<file path="src/rtl/bicintp_pkg.sv">
// bicintp_pkg: shared width helpers, rounding offset and mode encoding for the bicubic pipe
package bicintp_pkg;
    localparam logic MODE_BICUBIC = 1'b0;
    localparam logic MODE_BYPASS  = 1'b1;

    // Vertical sum width: product width plus two bits of growth for four terms
    function automatic int vw(input int cw, input int wgt_w);
        return cw + wgt_w + 3;
    endfunction

    function automatic int acc_w(input int cw, input int wgt_w);
        return cw + 2 * wgt_w + 5;
    endfunction

    // Half an LSB of the final result, for round-half-up before the shift
    function automatic int rnd_off(input int wgt_frac);
        return 1 << (2 * wgt_frac - 1);
    endfunction
endpackage

</file>
<file path="src/rtl/bicintp_cal_pipe_if.sv">
// bicintp_cal_pipe_if: column-beat input stream and result stream of the bicubic pipe
// master drives beats (mode, in_valid, in_last, p0..p3, w_y_0..w_y_3, w_x) and out_ready;
// slave returns in_ready, out_valid, out_data and the err pulse
interface bicintp_cal_pipe_if #(
    parameter int CH    = 3,
    parameter int CW    = 8,
    parameter int WGT_W = 8
);
    localparam int PW = CH * CW;
    logic                    mode;
    logic                    in_valid;
    logic                    in_ready;
    logic                    in_last;
    logic [PW-1:0]           p0, p1, p2, p3;
    logic signed [WGT_W-1:0] w_y_0, w_y_1, w_y_2, w_y_3, w_x;
    logic                    out_valid;
    logic                    out_ready;
    logic [PW-1:0]           out_data;
    logic                    err;

    modport master (
        output mode, in_valid, in_last, p0, p1, p2, p3, w_y_0, w_y_1, w_y_2, w_y_3, w_x, out_ready,
        input  in_ready, out_valid, out_data, err
    );
    modport slave (
        input  mode, in_valid, in_last, p0, p1, p2, p3, w_y_0, w_y_1, w_y_2, w_y_3, w_x, out_ready,
        output in_ready, out_valid, out_data, err
    );
endinterface

</file>
<file path="src/rtl/bicintp_chan_mac.sv">
// bicintp_chan_mac: one colour channel of the 4x4 bicubic MAC with round and clamp
// sys_clk clock; en advances S1-S3; acc_en/acc_first update the window accumulator;
// pix/wy are the registered column beat, wx its horizontal weight; res is the clamped result
module bicintp_chan_mac
    import bicintp_pkg::*;
#(
    parameter int CW       = 8,
    parameter int WGT_W    = 8,
    parameter int WGT_FRAC = 6
) (
    input  logic                    sys_clk,
    input  logic                    en,
    input  logic                    acc_en,
    input  logic                    acc_first,
    input  logic [CW-1:0]           pix [4],
    input  logic signed [WGT_W-1:0] wy [4],
    input  logic signed [WGT_W-1:0] wx,
    output logic [CW-1:0]           res
);
    localparam int PRW = CW + WGT_W + 1;
    localparam int VWL = vw(CW, WGT_W);
    localparam int HW  = VWL + WGT_W;
    localparam int AW  = acc_w(CW, WGT_W);

    logic signed [PRW-1:0]   prod [4];
    logic signed [WGT_W-1:0] wx1, wx2;
    logic signed [VWL-1:0]   vsum;
    logic signed [HW-1:0]    hprod;
    logic signed [AW-1:0]    acc, r;

    always_ff @(posedge sys_clk) begin
        if (en) begin
            for (int i = 0; i < 4; i++) prod[i] <= PRW'($signed({1'b0, pix[i]})) * PRW'(wy[i]);
            wx1   <= wx;
            vsum  <= VWL'(prod[0]) + VWL'(prod[1]) + VWL'(prod[2]) + VWL'(prod[3]);
            wx2   <= wx1;
            hprod <= HW'(vsum) * HW'(wx2);
        end
        if (acc_en) acc <= acc_first ? AW'(hprod) : acc + AW'(hprod);
    end

    always_comb begin
        r   = (acc + AW'(rnd_off(WGT_FRAC))) >>> (2 * WGT_FRAC);
        res = r[AW-1] ? '0 : (|r[AW-2:CW]) ? '1 : r[CW-1:0];
    end
endmodule

</file>
<file path="src/rtl/bicintp_cal_pipe.sv">
// bicintp_cal_pipe: streaming 4x4 bicubic interpolator with flow control, bypass and beat-alignment check
// sys_clk clock, sys_rst synchronous active-high reset; bus carries the column-beat input
// stream and the result stream (see bicintp_cal_pipe_if)
module bicintp_cal_pipe
    import bicintp_pkg::*;
#(
    parameter int CH       = 3,
    parameter int CW       = 8,
    parameter int WGT_W    = 8,
    parameter int WGT_FRAC = 6
) (
    input  logic              sys_clk,
    input  logic              sys_rst,
    bicintp_cal_pipe_if.slave bus
);
    localparam int PW = CH * CW;

    typedef struct packed {
        logic          v;
        logic [1:0]    b;
        logic          m;
        logic [PW-1:0] pix;
    } tag_t;

    // tag[0] sits with the input registers, tag[4] with the accumulators
    tag_t                    tag [5];
    logic [1:0]              bcnt;
    logic                    mode_lat, en, acc, mis;
    logic [PW-1:0]           p_q [4];
    logic signed [WGT_W-1:0] wy_q [4];
    logic signed [WGT_W-1:0] wx_q;
    logic [PW-1:0]           byp, res;

    assign en           = !(bus.out_valid && !bus.out_ready);
    assign bus.in_ready = en;
    assign acc          = bus.in_valid && en;
    assign mis          = bus.in_last != (bcnt == 2'd3);

    always_ff @(posedge sys_clk) begin
        if (sys_rst) begin
            bcnt          <= 2'd0;
            mode_lat      <= MODE_BICUBIC;
            bus.err       <= 1'b0;
            bus.out_valid <= 1'b0;
            bus.out_data  <= '0;
            for (int i = 0; i < 5; i++) tag[i].v <= 1'b0;
        end else begin
            bus.err <= acc && mis;
            // A misaligned beat is dropped and restarts framing; the partial window never reaches beat 3
            if (acc) bcnt <= mis ? 2'd0 : bcnt + 2'd1;
            if (acc && !mis && bcnt == 2'd0) mode_lat <= bus.mode;
            if (en) begin
                tag[0] <= '{v: acc && !mis, b: bcnt, m: (bcnt == 2'd0) ? bus.mode : mode_lat, pix: bus.p1};
                for (int i = 1; i < 5; i++) tag[i] <= tag[i-1];
                p_q  <= '{bus.p0, bus.p1, bus.p2, bus.p3};
                wy_q <= '{bus.w_y_0, bus.w_y_1, bus.w_y_2, bus.w_y_3};
                wx_q <= bus.w_x;
                if (tag[3].v && tag[3].b == 2'd1) byp <= tag[3].pix;
                bus.out_valid <= tag[4].v && tag[4].b == 2'd3;
                if (tag[4].v && tag[4].b == 2'd3) bus.out_data <= (tag[4].m == MODE_BYPASS) ? byp : res;
            end
        end
    end

    for (genvar c = 0; c < CH; c++) begin : g_ch
        logic [CW-1:0] cp [4];
        for (genvar r = 0; r < 4; r++) begin : g_r
            assign cp[r] = p_q[r][c*CW +: CW];
        end
        bicintp_chan_mac #(.CW(CW), .WGT_W(WGT_W), .WGT_FRAC(WGT_FRAC)) u_mac (
            .sys_clk   (sys_clk),
            .en        (en),
            .acc_en    (en && tag[3].v),
            .acc_first (tag[3].b == 2'd0),
            .pix       (cp),
            .wy        (wy_q),
            .wx        (wx_q),
            .res       (res[c*CW +: CW])
        );
    end
endmodule
</file>
<file path="src/flat_wrapper.sv">
// flat-port wrapper written by rule: the top's interface ports become plain ports
module bicintp_cal_pipe_flat import bicintp_pkg::*;
#(
    parameter int CH       = 3,
    parameter int CW       = 8,
    parameter int WGT_W    = 8,
    parameter int WGT_FRAC = 6
)
  (sys_clk, sys_rst, bus_mode, bus_in_valid, bus_in_last, bus_p0, bus_p1, bus_p2, bus_p3, bus_w_y_0, bus_w_y_1, bus_w_y_2, bus_w_y_3, bus_w_x, bus_out_ready, bus_in_ready, bus_out_valid, bus_out_data, bus_err);
  bicintp_cal_pipe_if #(.CH(CH), .CW(CW), .WGT_W(WGT_W)) bus_i ();
  input  logic sys_clk;
  input  logic sys_rst;
  input wire logic [$bits(bus_i.mode)-1:0] bus_mode;
  input wire logic [$bits(bus_i.in_valid)-1:0] bus_in_valid;
  input wire logic [$bits(bus_i.in_last)-1:0] bus_in_last;
  input wire logic [$bits(bus_i.p0)-1:0] bus_p0;
  input wire logic [$bits(bus_i.p1)-1:0] bus_p1;
  input wire logic [$bits(bus_i.p2)-1:0] bus_p2;
  input wire logic [$bits(bus_i.p3)-1:0] bus_p3;
  input wire logic [$bits(bus_i.w_y_0)-1:0] bus_w_y_0;
  input wire logic [$bits(bus_i.w_y_1)-1:0] bus_w_y_1;
  input wire logic [$bits(bus_i.w_y_2)-1:0] bus_w_y_2;
  input wire logic [$bits(bus_i.w_y_3)-1:0] bus_w_y_3;
  input wire logic [$bits(bus_i.w_x)-1:0] bus_w_x;
  input wire logic [$bits(bus_i.out_ready)-1:0] bus_out_ready;
  output wire logic [$bits(bus_i.in_ready)-1:0] bus_in_ready;
  output wire logic [$bits(bus_i.out_valid)-1:0] bus_out_valid;
  output wire logic [$bits(bus_i.out_data)-1:0] bus_out_data;
  output wire logic [$bits(bus_i.err)-1:0] bus_err;
  assign bus_i.mode = bus_mode;
  assign bus_i.in_valid = bus_in_valid;
  assign bus_i.in_last = bus_in_last;
  assign bus_i.p0 = bus_p0;
  assign bus_i.p1 = bus_p1;
  assign bus_i.p2 = bus_p2;
  assign bus_i.p3 = bus_p3;
  assign bus_i.w_y_0 = bus_w_y_0;
  assign bus_i.w_y_1 = bus_w_y_1;
  assign bus_i.w_y_2 = bus_w_y_2;
  assign bus_i.w_y_3 = bus_w_y_3;
  assign bus_i.w_x = bus_w_x;
  assign bus_i.out_ready = bus_out_ready;
  assign bus_in_ready = bus_i.in_ready;
  assign bus_out_valid = bus_i.out_valid;
  assign bus_out_data = bus_i.out_data;
  assign bus_err = bus_i.err;
  bicintp_cal_pipe #(.CH(CH), .CW(CW), .WGT_W(WGT_W), .WGT_FRAC(WGT_FRAC)) u_core (.sys_clk(sys_clk), .sys_rst(sys_rst), .bus(bus_i));
endmodule
</file>
<file path="config.mk">
export PLATFORM = sky130hd
export DESIGN_NAME = bicintp_cal_pipe_flat
export DESIGN_NICKNAME = d
export VERILOG_FILES = /design/src/rtl/bicintp_pkg.sv /design/src/rtl/bicintp_cal_pipe_if.sv /design/src/rtl/bicintp_chan_mac.sv /design/src/rtl/bicintp_cal_pipe.sv /design/src/flat_wrapper.sv
export SDC_FILE = /design/constraint.sdc
export NUM_CORES = 2
export LEC_CHECK = 0
export ABC_AREA = 0
export CAP_MARGIN = 20
export CORE_UTILIZATION = 60
export DETAILED_ROUTE_END_ITERATION = 10
export GPL_TIMING_DRIVEN = 0
export PLACE_DENSITY = 0.84
export SYNTH_ARGS = -nofsm -noshare
export SYNTH_HDL_FRONTEND = slang
export SYNTH_SLANG_ARGS = --single-unit
</file>
<file path="constraint.sdc">
create_clock -name sys_clk -period 20.8 [get_ports sys_clk]
set_input_delay 4.16 -clock sys_clk [delete_from_list [all_inputs] [get_ports sys_clk]]
set_output_delay 4.16 -clock sys_clk [all_outputs]
set_load 0.02 [all_outputs]
</file>
==> impl_metrics.env <==
export IMPL_slew_headroom_pct=23.8
export IMPL_grt_pass1_wl_mm=295
export IMPL_violations="DRC"
export IMPL_grt_max_degree=136
export IMPL_clock_fmax_ghz=0.0910
export IMPL_antenna_left=0
export IMPL_synth_top_area_share_pct=28.9
export IMPL_clock_root_buffer="clkbuf_16"
export IMPL_fin_crit_ns=10.98
export IMPL_grt_overflow_total=0
export IMPL_fin_nets=9286
export IMPL_clock_latency_ns=0.73
export IMPL_end_kind="primary output"
export IMPL_tightestPinTransition_ns=1.14
export IMPL_vias=52105
export IMPL_post_dp_hpwl_mm=146
export IMPL_grt_busiest_layer="met2"
export IMPL_multi_input_area_um2=47300
export IMPL_ctsHoldBuffers=0
export IMPL_portBuffers=167
export IMPL_hold_path_class="reg2reg"
export IMPL_area_growth_pct=9.00
export IMPL_antenna_found_initial=4
export IMPL_crit_arrival_ns=6.82
export IMPL_synthTopCellsByArea="edfxtp_1, fa_1, ha_1, and2_1, inv_1"
export IMPL_finalMaxSlewViolations=0
export IMPL_synthArstFlopShare_pct=0
export IMPL_cp_max_fo=132
export IMPL_yosys_warnings=0
export IMPL_routed_wirelength_mm=184
export IMPL_cap_viol_max_count=0
export IMPL_synth_common_cells="inv_1, fa_1, ha_1, and2_1, edfxtp_1"
export IMPL_synth_most_common_cell="inv_1"
export IMPL_rsz0062_at_grt="no"
export IMPL_critPathBufInv=4
export IMPL_gp_congestion=0.965
export IMPL_synth_enable_flop_cells=721
export IMPL_register_area_um2=22200
export IMPL_syn_inst=7156
export IMPL_status="complete, but fails checks"
export IMPL_ctsResizeCount=0
export IMPL_core_area_um2=124000
export IMPL_final_cells=9124
export IMPL_ios=169
export IMPL_n_antenna_cell=0
export IMPL_drt_iter0_markers=4399
export IMPL_clk_path_buf_depth=3
export IMPL_skew_ns=0.0296
export IMPL_path_cells="clkdlybuf4s50_1, nor2b_1, inv_8, buf_16, clkdlybuf4s50_1"
export IMPL_viasPerCell=5.71
export IMPL_fp_dieH_um=355
export IMPL_crit_type="in2out"
export IMPL_die_area_um2=126000
export IMPL_netlist_area_um2=74900
export IMPL_first_pass_iters=9
export IMPL_crit_top_cell="clkdlybuf4s50_1"
export IMPL_dp_cells=8967
export IMPL_period_share_pct=52.8
export IMPL_yosysSeqAreaShare_pct=29.7
export IMPL_grt_met1_usage_pct=37.4
export IMPL_final_setup_tns_ns=0
export IMPL_use_met2_pct=49.7
export IMPL_htreeDepth=3
export IMPL_cts_sinks=750
export IMPL_cp_top_family="buffers and inverters"
export IMPL_cpPeakStageDelay_ns=0.68
export IMPL_startpoint_type="input port"
export IMPL_drcViolationCount=15
export IMPL_cts_setup_buffers=0
export IMPL_nFillCells=9088
export IMPL_hold_violations=0
export IMPL_wl_per_cell_um=20.2
export IMPL_grt_usage_pct=30.2
export IMPL_cts_tree="yes"
export IMPL_ys_types=76
export IMPL_setup_viol=0
export IMPL_critPathRequiredTime_ns=16.64
export IMPL_initial_core_util_pct=60.5
export IMPL_grt_pass1_vias=55132
export IMPL_slowest_stage="clkdlybuf4s50_1"
export IMPL_avgSynthCellArea_um2=10.5
export IMPL_synth_seq_cells=750
export IMPL_clk_pin_slew_ns=0.06
export IMPL_cts_buffers=85
export IMPL_synthFlopType="edfxtp_1"
export IMPL_grtUsageMet3_pct=5.16
export IMPL_synth_nets=9025
export IMPL_row_count=129
export IMPL_die_w_um=355
export IMPL_synth_area_leader_cell="edfxtp_1"
export IMPL_drive_gt1_share_pct=2.34
==> cell type report <==
cell class	count	area share (%)
tap	1637	2.51
timing repair buffer	174	2.26
multi-input combinational	4987	58.0
clock inverter	55	0.679
clock buffer	102	2.79
buffer	156	0.731
inverter	1263	5.82
sequential	750	27.2
==> cell usage in the layout (no fill, tap or decap), types with 71 or more instances in the layout <==
cell type	netlist	routed
a21oi_1	221	221
nand2b_1	121	121
ha_1	812	812
clkdlybuf4s50_1	0	167
xor2_1	71	71
nor3_1	82	82
edfxtp_1	721	721
nand2_1	590	590
fa_1	915	915
inv_1	1263	1262
clkbuf_1	151	160
xnor2_1	257	257
nor2_1	382	382
clkbuf_16	0	88
o21ai_0	185	185
and2_1	768	767
==> logic make-up after synthesis <==
kind of cell             count (synthesis)  synth area share, %
AO/OA/AOI/OAI                          787                 6.80
XOR/XNOR                               328                 3.84
adder cells (fa/ha/maj)               1727                 38.0
buffers and inverters                 1419                 7.12
flip-flops                             750                 29.7
multiplexers                             3               0.0434
AND/OR/NAND/NOR                       2142                 14.5
==> sequential cells by signal, summed over array words and instances, names as in the netlist, 2 cells and up <==
register and flops:
u_core.g_ch.u_mac.prod 204, u_core.tag 116, u_core.g_ch.cp 96, u_core.g_ch.u_mac.acc 87, u_core.g_ch.u_mac.hprod 81, u_core.g_ch.u_mac.vsum 57, u_core.wy_q 32, u_core.bus.out_data 24
u_core.byp 24, u_core.g_ch.u_mac.wx1 8, u_core.g_ch.u_mac.wx2 8, u_core.wx_q 8, u_core.bcnt 2
==> path summary, 6_finish.rpt <==
| kind | endpoint | startpoint | slack (ns) | depth (start not counted) |
|---|---|---|---|---|
| min reg2reg | u_core.byp[16] | u_core.tag[0][100] | 0.42 | 0 |
| max | bus_in_ready | bus_out_ready | 9.82 | 5 |
| max reg2reg | u_core.g_ch[1].u_mac.hprod[24] | u_core.g_ch[0].u_mac.wx2[6] | 13.40 | 20 |
| min | u_core.byp[16] | u_core.tag[0][100] | 0.42 | 0 |
==> layer usage <==
layer | share of wire (%) | wire length (µm)
met3 | 7.4 | 13600
met1 | 39 | 71200
met5 | 0.0070 | 13
met2 | 47 | 86900
met4 | 6.9 | 12700
==> through the flow <==
step           util (%)  hold slack, ns  setup WS, ns  cell area (µm²)
2_1_floorplan         -           0.400          5.31            74900
5_1_grt            66.0           0.424          9.78            81600
6_report           66.0           0.419          9.82            81600
3_3_place_gp       63.5           0.406       -0.0823            78600
4_1_cts            66.0           0.417          9.87            81600
3_5_place_dp       63.7           0.405          9.88            78800
Power is not shown: default switching activity piles up to over one toggle a cycle in this logic, so the estimate is an artifact.
